File: config.mk
export PLATFORM = sky130hd
export DESIGN_NAME = instr_fetch_unit
export DESIGN_NICKNAME = d
export VERILOG_FILES = /design/src/rtl/cpu_pkg.sv /design/src/rtl/fetch_watchdog.sv /design/src/rtl/instr_fetch_unit.sv
export SDC_FILE = /design/constraint.sdc
export NUM_CORES = 1
export LEC_CHECK = 0
export ABC_AREA = 1
export CAP_MARGIN = 15
export CORE_ASPECT_RATIO = 0.6
export CORE_MARGIN = 5
export CORE_UTILIZATION = 49
export DETAILED_ROUTE_END_ITERATION = 12
export PLACE_DENSITY = 0.84
export SKIP_LAST_GASP = 1
export SLEW_MARGIN = 20
export SYNTH_ARGS = -nofsm -noshare
export SYNTH_HDL_FRONTEND = slang
export SYNTH_HIERARCHICAL = 1
export SYNTH_SLANG_ARGS = --single-unit
File: constraint.sdc
create_clock -name clk -period 2.84 [get_ports clk]
set_input_delay 0.426 -clock clk [delete_from_list [all_inputs] [get_ports clk]]
set_output_delay 0.426 -clock clk [all_outputs]
set_load 0.01 [all_outputs]
File: src/rtl/cpu_pkg.sv
// ---------------------------------------------------------------------------
// cpu_pkg
// Shared definitions for the cpu front end: datapath widths, the reset and
// increment defaults for the program counter, the fetch state encoding and a
// word-alignment helper. The branch unit is expected to reuse PC_STEP_DEFAULT
// and align_word so both sides agree on instruction addressing.
// ---------------------------------------------------------------------------
package cpu_pkg;

    localparam int PC_WIDTH    = 32;
    localparam int INSTR_WIDTH = 32;

    localparam logic [PC_WIDTH-1:0] RESET_PC_DEFAULT = 32'h0000_0000;
    localparam logic [PC_WIDTH-1:0] PC_STEP_DEFAULT  = 32'd4;

    typedef enum logic [2:0] {
        S_IDLE,
        S_REQ,
        S_WAIT,
        S_HOLD,
        S_FLUSH,
        S_ERR
    } fetch_state_e;

    // Instructions are word aligned; the two low address bits are dropped.
    function automatic logic [PC_WIDTH-1:0] align_word(input logic [PC_WIDTH-1:0] addr);
        return {addr[PC_WIDTH-1:2], 2'b00};
    endfunction

endpackage

File: src/rtl/fetch_watchdog.sv
// ---------------------------------------------------------------------------
// fetch_watchdog
// Counts cycles spent waiting for an instruction-memory response and flags
// when the wait has lasted TIMEOUT cycles.
// Ports:
//   clk      in   clock
//   reset_n  in   asynchronous active-low reset
//   clear    in   restart the count (a new request is being issued)
//   enable   in   a response is outstanding this cycle
//   expired  out  this is the TIMEOUT-th waiting cycle and the count is live
// ---------------------------------------------------------------------------
module fetch_watchdog #(
    parameter int unsigned TIMEOUT = 16
) (
    input  logic clk,
    input  logic reset_n,
    input  logic clear,
    input  logic enable,
    output logic expired
);

    // count_q holds the number of waiting cycles already completed, so the
    // current waiting cycle is number count_q+1.
    localparam logic [7:0] LIMIT = 8'(TIMEOUT - 1);

    logic [7:0] count_q;
    logic [7:0] count_d;

    // Saturate so a long wait cannot wrap back under the limit.
    always_comb begin
        count_d = count_q;
        if (clear) begin
            count_d = '0;
        end else if (enable && (count_q != 8'hFF)) begin
            count_d = count_q + 8'd1;
        end
    end

    assign expired = enable && !clear && (count_q >= LIMIT);

    always_ff @(posedge clk or negedge reset_n) begin
        if (!reset_n) begin
            count_q <= '0;
        end else begin
            count_q <= count_d;
        end
    end

endmodule

File: src/rtl/instr_fetch_unit.sv
// ---------------------------------------------------------------------------
// instr_fetch_unit
// Fetch stage in front of the cpu core. Owns the fetch program counter,
// issues one instruction-memory read at a time, presents the returned word
// with its address until the core takes it, redirects on taken branches
// (discarding any response already in flight) and latches a sticky error if
// memory stops answering.
// Ports:
//   clk            in   clock, all state on rising edge
//   reset_n        in   asynchronous active-low reset
//   imem_req       out  one-cycle read request pulse
//   imem_addr      out  read address, valid with imem_req
//   imem_readdata  in   returned instruction word
//   imem_valid     in   response strobe, in order, >=1 cycle after request
//   stall          in   core is not accepting the current instruction
//   branch_taken   in   redirect request
//   branch_target  in   redirect address (low two bits ignored)
//   pc             out  address of instruction
//   instruction    out  instruction word to the core
//   instr_valid    out  pc/instruction are valid
//   fetch_err      out  sticky memory-timeout flag
// ---------------------------------------------------------------------------
module instr_fetch_unit
    import cpu_pkg::*;
#(
    parameter logic [PC_WIDTH-1:0] RESET_PC = RESET_PC_DEFAULT,
    parameter logic [PC_WIDTH-1:0] PC_STEP  = PC_STEP_DEFAULT,
    parameter int unsigned         TIMEOUT  = 16
) (
    input  logic                   clk,
    input  logic                   reset_n,
    output logic                   imem_req,
    output logic [PC_WIDTH-1:0]    imem_addr,
    input  logic [INSTR_WIDTH-1:0] imem_readdata,
    input  logic                   imem_valid,
    input  logic                   stall,
    input  logic                   branch_taken,
    input  logic [PC_WIDTH-1:0]    branch_target,
    output logic [PC_WIDTH-1:0]    pc,
    output logic [INSTR_WIDTH-1:0] instruction,
    output logic                   instr_valid,
    output logic                   fetch_err
);

    fetch_state_e           state_q, state_d;
    logic [PC_WIDTH-1:0]    fetch_pc_q, fetch_pc_d;
    logic [PC_WIDTH-1:0]    pc_q, pc_d;
    logic [INSTR_WIDTH-1:0] instr_q, instr_d;
    logic                   instr_valid_q, instr_valid_d;
    logic                   imem_req_q, imem_req_d;
    logic [PC_WIDTH-1:0]    imem_addr_q, imem_addr_d;
    logic                   fetch_err_q, fetch_err_d;

    logic wdog_clear;
    logic wdog_enable;
    logic wdog_expired;
    logic redirect;

    // The watchdog restarts with every request and runs while a response is
    // owed, whether that response will be used (S_WAIT) or thrown away (S_FLUSH).
    assign wdog_clear  = (state_q == S_REQ);
    assign wdog_enable = (state_q == S_WAIT) || (state_q == S_FLUSH);

    fetch_watchdog #(
        .TIMEOUT (TIMEOUT)
    ) u_watchdog (
        .clk     (clk),
        .reset_n (reset_n),
        .clear   (wdog_clear),
        .enable  (wdog_enable),
        .expired (wdog_expired)
    );

    assign redirect = branch_taken && (state_q != S_IDLE) && (state_q != S_ERR);

    // Next-state and datapath logic. A redirect is applied last so it wins
    // over accept, response capture and timeout in the same cycle.
    always_comb begin
        state_d       = state_q;
        fetch_pc_d    = fetch_pc_q;
        pc_d          = pc_q;
        instr_d       = instr_q;
        instr_valid_d = instr_valid_q;
        fetch_err_d   = fetch_err_q;
        imem_addr_d   = imem_addr_q;

        unique case (state_q)
            S_IDLE: begin
                state_d = S_REQ;
            end
            S_REQ: begin
                state_d = S_WAIT;
            end
            S_WAIT: begin
                if (imem_valid) begin
                    instr_d       = imem_readdata;
                    pc_d          = fetch_pc_q;
                    instr_valid_d = 1'b1;
                    state_d       = S_HOLD;
                end else if (wdog_expired) begin
                    fetch_err_d = 1'b1;
                    state_d     = S_ERR;
                end
            end
            S_HOLD: begin
                if (instr_valid_q && !stall) begin
                    fetch_pc_d    = fetch_pc_q + PC_STEP;
                    instr_valid_d = 1'b0;
                    state_d       = S_REQ;
                end
            end
            S_FLUSH: begin
                if (imem_valid) begin
                    state_d = S_REQ;
                end else if (wdog_expired) begin
                    fetch_err_d = 1'b1;
                    state_d     = S_ERR;
                end
            end
            S_ERR: begin
                state_d = S_ERR;
            end
            default: begin
                state_d = S_IDLE;
            end
        endcase

        // A response still owed after this cycle must be drained in S_FLUSH.
        // A response arriving in the redirect cycle itself is simply dropped.
        if (redirect) begin
            fetch_pc_d    = align_word(branch_target);
            instr_valid_d = 1'b0;
            pc_d          = pc_q;
            instr_d       = instr_q;
            fetch_err_d   = fetch_err_q;
            if ((state_q == S_REQ) ||
                (((state_q == S_WAIT) || (state_q == S_FLUSH)) && !imem_valid)) begin
                state_d = S_FLUSH;
            end else begin
                state_d = S_REQ;
            end
        end

        // The request pulse is registered so it lines up with the S_REQ cycle.
        imem_req_d = (state_d == S_REQ);
        if (imem_req_d) begin
            imem_addr_d = fetch_pc_d;
        end
    end

    always_ff @(posedge clk or negedge reset_n) begin
        if (!reset_n) begin
            state_q       <= S_IDLE;
            fetch_pc_q    <= RESET_PC;
            pc_q          <= RESET_PC;
            instr_q       <= '0;
            instr_valid_q <= 1'b0;
            imem_req_q    <= 1'b0;
            imem_addr_q   <= '0;
            fetch_err_q   <= 1'b0;
        end else begin
            state_q       <= state_d;
            fetch_pc_q    <= fetch_pc_d;
            pc_q          <= pc_d;
            instr_q       <= instr_d;
            instr_valid_q <= instr_valid_d;
            imem_req_q    <= imem_req_d;
            imem_addr_q   <= imem_addr_d;
            fetch_err_q   <= fetch_err_d;
        end
    end

    assign imem_req    = imem_req_q;
    assign imem_addr   = imem_addr_q;
    assign pc          = pc_q;
    assign instruction = instr_q;
    assign instr_valid = instr_valid_q;
    assign fetch_err   = fetch_err_q;

endmodule

Word-level counts from Yosys, hierarchy flattened
Cells that the tools add are included.
{ "classes": {"n_mul": 0, "shift": 0, "n_mux": 16, "addsub": 2, "div": 0, "magnitude_cmp": 1, "bitwise": 2, "reduce_logical": 20, "eq_ne": 10} }
{ "op_table": {"columns": ["operator", "n"], "rows": [
  ["32-bit two-way mux", 3],
  ["32-bit by 3-bit adder with 32-bit output, second input constant", 1],
  ["3-bit two-way mux", 6],
  ["3-bit case mux with 6 select lines", 1],
  ["8-bit two-way mux", 2],
  ["3-bit != test, second input constant", 3],
  ["8-bit by 1-bit adder with 8-bit output, second input constant", 1],
  ["8-bit by 4-bit >= comparator with 1-bit output, second input constant", 1],
  ["8-bit != test, second input constant", 1],
  ["1-bit logical AND", 7],
  ["3-bit by 1-bit == test with 1-bit output, second input constant", 2],
  ["3-bit by 2-bit == test with 1-bit output, second input constant", 2],
  ["3-bit == test, second input constant", 2],
  ["3-bit AND reduction", 2],
  ["3-bit nonzero test", 2],
  ["4-bit AND reduction", 1],
  ["1-bit logical NOT", 3],
  ["3-bit logical NOT", 1],
  ["1-bit two-way mux", 3],
  ["1-bit logical OR", 2],
  ["1-bit NOT", 2],
  ["1-bit case mux with 2 select lines", 1],
  ["2-bit nonzero test", 1],
  ["2-bit OR reduction", 1]
]} }
{ "totals": {"ram_bits": 0, "inputBits": 69, "regBits": 142, "romBits": 0, "output_inout_bits": 99, "elab_cells": 60, "memories": 0, "latch_bits": 0} }

Logic depth before layout (Yosys ltp)
Gate-level depths: netlist (run 1).
{ "logic_depth": {"depth_word": 9, "ltp_mapped": 16, "ltp_nobuf": 15} }

Hierarchy
Netlist (run 1), hierarchy kept.
{ "modules_own_cells": {"columns": ["mod", "instances", "cells_each", "seq_area_each_um2", "area_per_inst_um2"], "rows": [
  ["instr_fetch_unit", 1, 684, 3353.2, 6077.1],
  ["fetch_watchdog", 1, 74, 200.2, 540.5]
]} }

Worst setup path before layout (run 1)
Ideal clock, no wire load.
{ "synth_path": {"path_type": "reg-to-reg", "from": "register state_q[1]", "to": "register imem_addr_q[26] (netlist: imem_addr[26])", "period_less_slack_ns": 2.074, "n_path_buf": 1, "slack_ns": 0.766, "t_required_ns": 2.723, "stages_incl_launch_ff": 17, "setup_ns": 0.117, "arrival_ns": 1.956, "path_cell_list": "dfrtp_1 nor2_1 nand2_1 nand2_1 inv_1 nor2_4 o21a_1 inv_1 a21oi_1 nand3_1 nand3_1 nand2_1 nand2_1 nor2_4 buf_6 nand3_1 nand2_1"} }
{ "synth_via": {"elab_chain_len": 9, "elab_cells_between_ends": 26, "classes_between": "eq/ne (7); mux (9); reduce/logical (10)"} }
{ "synth_rtl": {"columns": ["item", "line", "source"], "rows": [
  ["from (decl)", "instr_fetch_unit.sv:45", "fetch_state_e state_q, state_d;"],
  ["from (signal assigned)", "instr_fetch_unit.sv:162", "state_q <= state_d;"],
  ["3-bit by 2-bit == test with 1-bit output or 3-bit == test (tied branches)", "instr_fetch_unit.sv:62", "assign wdog_enable = (state_q == S_WAIT) || (state_q == S_FLUSH);"],
  ["1-bit logical OR *", "instr_fetch_unit.sv:62", null],
  ["named net wdog_enable", "instr_fetch_unit.sv:55", "logic wdog_enable;"],
  ["1-bit logical AND * (2 in a row)", "fetch_watchdog.sv:39", "assign expired = enable && !clear && (count_q >= LIMIT);"],
  ["named net wdog_expired", "instr_fetch_unit.sv:56", "logic wdog_expired;"],
  ["3-bit two-way mux *", "instr_fetch_unit.sv:100, instr_fetch_unit.sv:115", null],
  ["3-bit two-way mux, on equally long branches", "instr_fetch_unit.sv:113, instr_fetch_unit.sv:95", null],
  ["3-bit case mux with 6 select lines *", "instr_fetch_unit.sv:87", "unique case (state_q)"],
  ["3-bit two-way mux *", "instr_fetch_unit.sv:130", "if (redirect) begin"],
  ["named net state_d[2]", "instr_fetch_unit.sv:45", null],
  ["3-bit by 1-bit == test with 1-bit output *", "instr_fetch_unit.sv:145", "imem_req_d = (state_d == S_REQ);"],
  ["to (signal assigned)", "instr_fetch_unit.sv:168", "imem_addr_q <= imem_addr_d;"],
  ["to (decl)", "instr_fetch_unit.sv:51", "logic [PC_WIDTH-1:0] imem_addr_q, imem_addr_d;"]
]} }
Mark *: on every way through the listed nets, which the timed path passes. The rest lies on a longest branch.
A chain may end at the register's enable or synchronous reset.

Final worst setup path (run 1)
{ "layout_path": {"from": "register u_watchdog.count_q[0]", "to": "register imem_addr_q[25] (netlist: imem_addr[25])"} }
{ "layout_via": {"elab_chain_len": 7, "elab_cells_between_ends": 8, "classes_between": "order compare (1); eq/ne (1); mux (5); reduce/logical (1)"} }
{ "layout_rtl": {"columns": ["item", "line", "source"], "rows": [
  ["from (decl)", "fetch_watchdog.sv:26", "logic [7:0] count_q;"],
  ["from (signal assigned)", "fetch_watchdog.sv:45", "count_q <= count_d;"],
  ["8-bit by 4-bit >= comparator with 1-bit output *", "fetch_watchdog.sv:39", null],
  ["1-bit logical AND *", "fetch_watchdog.sv:39", null],
  ["named net wdog_expired", "instr_fetch_unit.sv:56", null],
  ["3-bit two-way mux *", "instr_fetch_unit.sv:100, instr_fetch_unit.sv:115", null],
  ["3-bit two-way mux, on equally long branches", "instr_fetch_unit.sv:113, instr_fetch_unit.sv:95", null],
  ["3-bit case mux with 6 select lines *", "instr_fetch_unit.sv:87", null],
  ["3-bit two-way mux *", "instr_fetch_unit.sv:130", null],
  ["named net state_d[2]", "instr_fetch_unit.sv:45", null],
  ["3-bit by 1-bit == test with 1-bit output *", "instr_fetch_unit.sv:145", null]
]} }
Marks and branches as above.

==> results by group, run 1 <==
Die
  • Die area: around 16000 µm²
  • Ports: 168
  • Initial Util: between 50% and 60%
  • Die height: ~100 µm
  • Die width: about 160 µm
  • Row count: 32
  • Core area: 13050 µm²

Detailed routing
  • M1 WL: approximately 8000 µm
  • Met2 WL post-DR: 7810 µm
  • Top routing layer in use: met4
  • DRT Wirelength: around 18000 µm
  • Met3 Routed Length: between 2000 and 2500 µm
  • Number of DRC markers in iteration 0: ~550
  • Detail Route Antenna Nets: 0
  • Drt pass-1 iters: 6
  • Routed vias: a little under 6000
  • Drt via density: just over 5
  • WL/cell: roughly 16 µm
  • DRC: 0

Yosys
  • Cell taking the most area after synthesis: dfrtp_1
  • Async SR Flop Fraction: 100.0%
  • Seq/Total Area, Yosys: 53.70%
  • Top-area cell type share of the netlist area: 53.70%
  • Synth top cells by count: nand2_1, dfrtp_1, nand3_1, inv_1, o21ai_0
  • Top-count cell post-synth: nand2_1
  • Most used flip-flop cell after synthesis: dfrtp_1
  • Synth warn: 6
  • Flops & latches, synth: 142
  • Unique cell type count in the Yosys netlist: 35
  • Mapped Cells: about 760
  • Synth Net Count: 829
  • Post-synth EDFFs: 0
  • Syn Area/Cell: 8.730 µm²
  • Top post-synthesis cells by area: dfrtp_1, nand2_1, mux2_2
  • Mapped cell area: roughly 6600 µm²

Place
  • Placed Cells incl. Taps: 1083
  • Detailed Place HPWL: around 13000 µm
  • Port-buffer cells: 165
  • Final GP Congestion: about 0.95

Timing
  • Fin crit share: 91.76%
  • Slew HR: 57.67%
  • RSZ-0062 raised after global routing: false
  • Max Freq: 383.7 MHz
  • Clock Skew: 7.343 ps
  • Final TNS setup: 0 ps
  • Fin crit period: between 2000 and 3000 ps
  • Slew @ Worst Pin: 635.0 ps
  • Hold Fails Final Rpt: 0
  • Slew Limit Fails: 0
  • Endpoints failing setup: 0

Cells and area
  • Filler cells: approximately 1000
  • Layout cell share with drive strength beyond 1: between 10% and 20%
  • Final net count: between 1000 and 1500
  • Layout overhead on the synthesized area: 37.89%
  • Antenna cell count: 0
  • Layout Cells excl Fill: between 1000 and 1500

Pwr
  • Gate power share: a little over two fifths
  • P_int: between 6 and 7 mW
  • Sw Pwr: approximately 3.9 mW
  • Sequential power share: about 34%
  • Switch share: a little under two fifths
  • Worst vdd ir: around 520 µV
  • Power Density: 1154 nW/µm²
  • Clock share of power: between 20% and 30%
  • Leak Pwr: 4.324 nW

Setup path
  • Startpoint types: flop
  • Crit-path max cell delay: roughly 490 ps
  • Crit end category: flop
  • CP cell instances: ha_1 -> nand2_1 -> o21bai_1 -> o21a_1 -> inv_1 -> a21oi_1 -> nand3_1 -> nand3_1 -> nand2_1 -> nand2_1 -> nor2_4 -> nand3_1 -> nand2_1
  • Setup crit start: u_watchdog/count_q[0]
  • Worst R2R Start: u_watchdog/count_q[0]
  • Largest fanout on the critical path: 16
  • Critical path class: flop to flop
  • Critical Path RT: approximately 3200 ps
  • Crit-path most repeated cell: nand2_1
  • Slowest-stage cell, CP: nor2_4
  • Crit path DAT: just under 3000 ps

Clock tree
  • CTS Root Cell: clkbuf_16
  • TritonCTS clock tree: built
  • Worst skew pair latency: 410 ps
  • Post-CTS Setup Bufs: 0
  • Clk buf depth: 2
  • Clk slew on worst S/H paths: about 60 ps
  • H-tree Lvls: 4
  • # clock sinks: ~140
  • Number of CTS-inserted buffers: 17

GRT
  • GRT Total Usage: between 20% and 30%
  • First-pass GRT wire length: roughly 29000 µm
  • Vias in the first global route: roughly 5700
  • Pin count of the biggest net entering global routing: 70
  • Overflow after GRT: 0
  • Initial antenna violation count: 0

Worst hold path
  • Worst hold path type: input pin to async pin

Job
  • Max_cap viols: 0

Status
  • Status: finished clean
routing by layer:
layer  vias to the layer above  global-route usage (%)
met5                         -                       0
met4                         0                   6.411
met3                        19                   8.084
met2                       272                   34.28
met1                      2698                   31.52
li1                       2794                       -
power by group through the flow:
stage                     Clock, mW  Sequential [mW]  Combinational (mW)
after floorplan                   0             3.75                2.16
after global placement            0             3.51                4.44
after detailed placement          0             3.54                4.54
after CTS                      2.41             3.52                4.61
after global routing           2.49             3.65                5.10
final                          2.37             3.53                4.64
flip-flops by register name, indices dropped and copies added, names as in the netlist:
signal,flops
fetch_err,1
fetch_pc_q,32
imem_addr,32
imem_req,1
instr_valid,1
instruction,32
pc,32
state_q,3
u_watchdog/count_q,8
path summary, 6_finish.rpt:
kind	endpoint	slack (ps)	cells after the start
worst max-delay path	imem_addr[25]	230	13
worst min-delay path	imem_addr[4]	8	1
worst max register to register	imem_addr[25]	230	13
worst min register to register	imem_addr[17]	470	2
max in group asynchronous	fetch_pc_q[27]	2090	2
min in group clk	imem_addr[17]	470	2
area by class of cell:
class,instances,area [µm²],share of cell area [%]
clock buffers,22,474.2,5.197
clock inverters,9,157.7,1.728
inverters,61,229.0,2.509
multi-input cells,532,2690,29.48
flip-flops and latches,142,3553,38.94
well taps,170,212.7,2.331
repair buffers,179,1808,19.81
kinds of logic (layout without fill, tap and decap cells):
kind of cell	after synthesis	after routing	share of synthesized area (%)
simple gates	423	424	27.60
flops	142	142	53.70
buf+inv	85	271	5.937
xor+xnor	7	7	0.9265
compound gates	62	62	5.162
mux	37	37	6.296
fa+ha+maj	2	2	0.3781
metrics by stage:
stage | hold slack [ps] | instance area (µm²) | utilization [%] | total power [mW] | setup slack (ps)
after floorplan | 130.4 | 6618 | - | 5.905 | 766.3
after global placement | 455.2 | 8482 | 64.98 | 7.943 | 268.9
after detailed placement | 457.4 | 8482 | 64.98 | 8.076 | 179.5
after CTS | 24.33 | 9114 | 69.82 | 10.53 | 58.54
after global routing | 52.27 | 9125 | 69.91 | 11.24 | 46.86
final | 7.809 | 9125 | 69.91 | 10.53 | 233.9
worst max-delay path: cells and delay by family, from the launching register on:
kind	cells	cell delay, ps
AND/OR/NAND/NOR	8	1420
flip-flops	1	410
AO/OA/AOI/OAI	3	400
adder cells (fa/ha/maj)	1	230
buffers and inverters	1	80
repair_timing:
item / 4_1_cts / 5_1_grt
hold buffers: 0 / 0
endpoints found under the setup margin: 0 / 30
endpoints found under the hold margin: 0 / 0
resized for setup: 0 / 1
layout by cell type (no fill, tap or decap), types with 3 or more instances in the layout:
cell type and count:
clkbuf_8 3, nor2_4 5, or2_2 7, buf_4 10, inv_1 58, clkdlybuf4s50_1 164, nand3_2 3, dfrtp_1 142
mux2_2 37, bufinv_16 4, o21ai_0 48, clkbuf_16 17, nand2_1 276, xor2_1 7, a21boi_0 6, nand3_1 70
nor2_1 42, buf_12 4, nand4_1 9
No activity file was read; power rests on OpenSTA's default activity.
==> inputs of run 2 (changes only) <==
- HOLD_SLACK_MARGIN: default -> 0.03
==> results by group, run 2 (same netlist as run 1, synthesis figures left out) <==
Worst hold path
  • Worst hold path type: flop to flop

GRT
  • Overflow after GRT: 0 (unchanged)
  • GRT Total Usage: 22.78% (about the same)
  • First-pass GRT wire length: 29130 µm (about the same)
  • Vias in the first global route: 5720 (-0.052%)
  • Pin count of the biggest net entering global routing: 70 (unchanged)
  • Initial antenna violation count: 0 (unchanged)

Detailed routing
  • Routed vias: 5784 (+0.017%)
  • Drt pass-1 iters: 6 (unchanged)
  • DRT Wirelength: 18160 µm (+0.44%)
  • WL/cell: 16.27 µm (+0.35%)
  • Detail Route Antenna Nets: 0 (unchanged)
  • DRC: 0 (unchanged)
  • Number of DRC markers in iteration 0: 596 (+9.0%)
  • Drt via density: 5.183 (about the same)

Timing
  • Fin crit share: 91.31% (-0.45 points)
  • Slew HR: 57.59% (-0.078 points)
  • Hold Fails Final Rpt: 0 (unchanged)
  • Max Freq: 385.6 MHz (+0.49%)
  • Slew Limit Fails: 0 (unchanged)
  • Slew @ Worst Pin: 636.2 ps (+1.176 ps)
  • Final TNS setup: 0 ps (unchanged)
  • Fin crit period: 2593 ps (-12.78 ps)
  • Endpoints failing setup: 0 (unchanged)
  • Clock Skew: 7.892 ps (+0.5496 ps)
  • RSZ-0062 raised after global routing: false

Die
  • Die width: 160.0 µm (unchanged)
  • Die height: 100.0 µm (unchanged)
  • Die area: 16010 µm² (unchanged)
  • Ports: 168 (unchanged)
  • Core area: 13050 µm² (unchanged)
  • Row count: 32 (unchanged)
  • Initial Util: 50.70% (unchanged)

Clock tree
  • Worst skew pair latency: 420 ps (about the same)
  • CTS Root Cell: clkbuf_16
  • Number of CTS-inserted buffers: 17 (unchanged)
  • Clk slew on worst S/H paths: 60 ps (about the same)
  • H-tree Lvls: 4 (unchanged)
  • TritonCTS clock tree: built
  • # clock sinks: 142 (unchanged)
  • Clk buf depth: 2 (unchanged)

Cells and area
  • Util after Layout: 69.99% (+0.077 points)
  • Highest-count cells in the layout ignoring fill and taps: nand2_1, clkdlybuf4s50_1, dfrtp_1
  • Most common cell after layout, fill and taps aside: nand2_1
  • Layout cell share with drive strength beyond 1: 11.31% (-0.012 points)
  • Antenna cell count: 0 (unchanged)
  • Final net count: 1005 (+0.10%)
  • Layout overhead on the synthesized area: 38.04%

Place
  • Detailed Place HPWL: 13140 µm (unchanged)
  • Final GP Congestion: 0.9479 (unchanged)
  • Port-buffer cells: 165 (unchanged)

Setup path
  • Critical path class: flop to flop
  • Startpoint types: flop
  • Critical Path RT: 3190 ps (about the same)
  • Largest fanout on the critical path: 16 (unchanged)
  • Crit end category: flop
  • Crit path DAT: 2940 ps (about the same)

Pwr
  • Power Density: 1154 nW/µm² (about the same)
  • Leak Pwr: 4.328 nW (about the same)
  • Worst vdd ir: 517.1 µV (+0.11%)

Status
  • Status: finished clean

Job
  • Max_cap viols: 0 (unchanged)
[run 2: cell count changes in the layout (fill, tap and decap cells not counted), sizes merged]
cell	previous run	this run
dlygate4sd3	0	1
[run 2: final cells by class]
type                    instances  area, µm²
inverters                      61      229.0
clock inverters                 9      157.7
fillers                      1022       3918
multi-input cells             532       2690
flip-flops and latches        142       3553
well taps                     170      212.7
repair buffers                180       1818
clock buffers                  22      474.2
[run 2: worst paths after layout]
| path | start | to | slack, ps | depth (start not counted) |
|---|---|---|---|---|
| max | u_watchdog/count_q[0] | imem_addr[25] | 250 | 13 |
| min in group asynchronous | reset_n | imem_addr[4] | 570 | 2 |
| min reg2reg | imem_addr[17] | imem_addr[17] | 470 | 2 |
| max in group asynchronous | reset_n | fetch_pc_q[27] | 1530 | 3 |
| min | imem_addr[17] | imem_addr[17] | 470 | 2 |
| max reg2reg | u_watchdog/count_q[0] | imem_addr[25] | 250 | 13 |
[run 2: repair_timing]
item,CTS,global route
setup buffers,0,0
endpoints found under the hold margin,9,0
hold buffers,1,0
endpoints found under the setup margin,0,30
resized for setup,0,1
[run 2: report_power, final]
| part | internal [mW] | switching [mW] | total (mW) |
|---|---|---|---|
| Sequential | 2.93 | 0.603 | 3.53 |
| Clock | 1.54 | 0.834 | 2.37 |
| Combinational | 2.12 | 2.52 | 4.64 |
| Total | 6.59 | 3.95 | 10.5 |
[run 2: worst max-delay path, stage by stage (launching register included)]
cell      delay, ps
dfrtp_1         400
ha_1            230
nand2_1         150
o21bai_1        110
o21a_1          210
inv_1            80
a21oi_1          80
nand3_1          70
nand3_1          70
nand2_1         110
nand2_1         210
nor2_4          490
nand3_1         200
nand2_1         100
[run 2: through the flow]
stage,cell area [µm²],hold slack (ps),setup slack (ps),instances,power [mW]
2_1_floorplan,6618,130.4,766.3,758,5.905
3_3_place_gp,8482,455.2,268.9,1083,7.943
3_5_place_dp,8482,457.4,179.5,1083,8.076
4_1_cts,9124,471.8,58.54,1115,10.53
5_1_grt,9135,496.5,46.86,1116,11.24
6_report,9135,468.9,246.7,1116,10.54
[run 2: metal layers]
layer / GRT usage (%) / wire length [µm] / up-vias
met5: 0 / 0 / -
met4: 6.411 / 193 / 0
met3: 8.002 / 1850 / 23
met2: 34.28 / 7874 / 255
met1: 31.55 / 8242 / 2712
li1: - / - / 2794
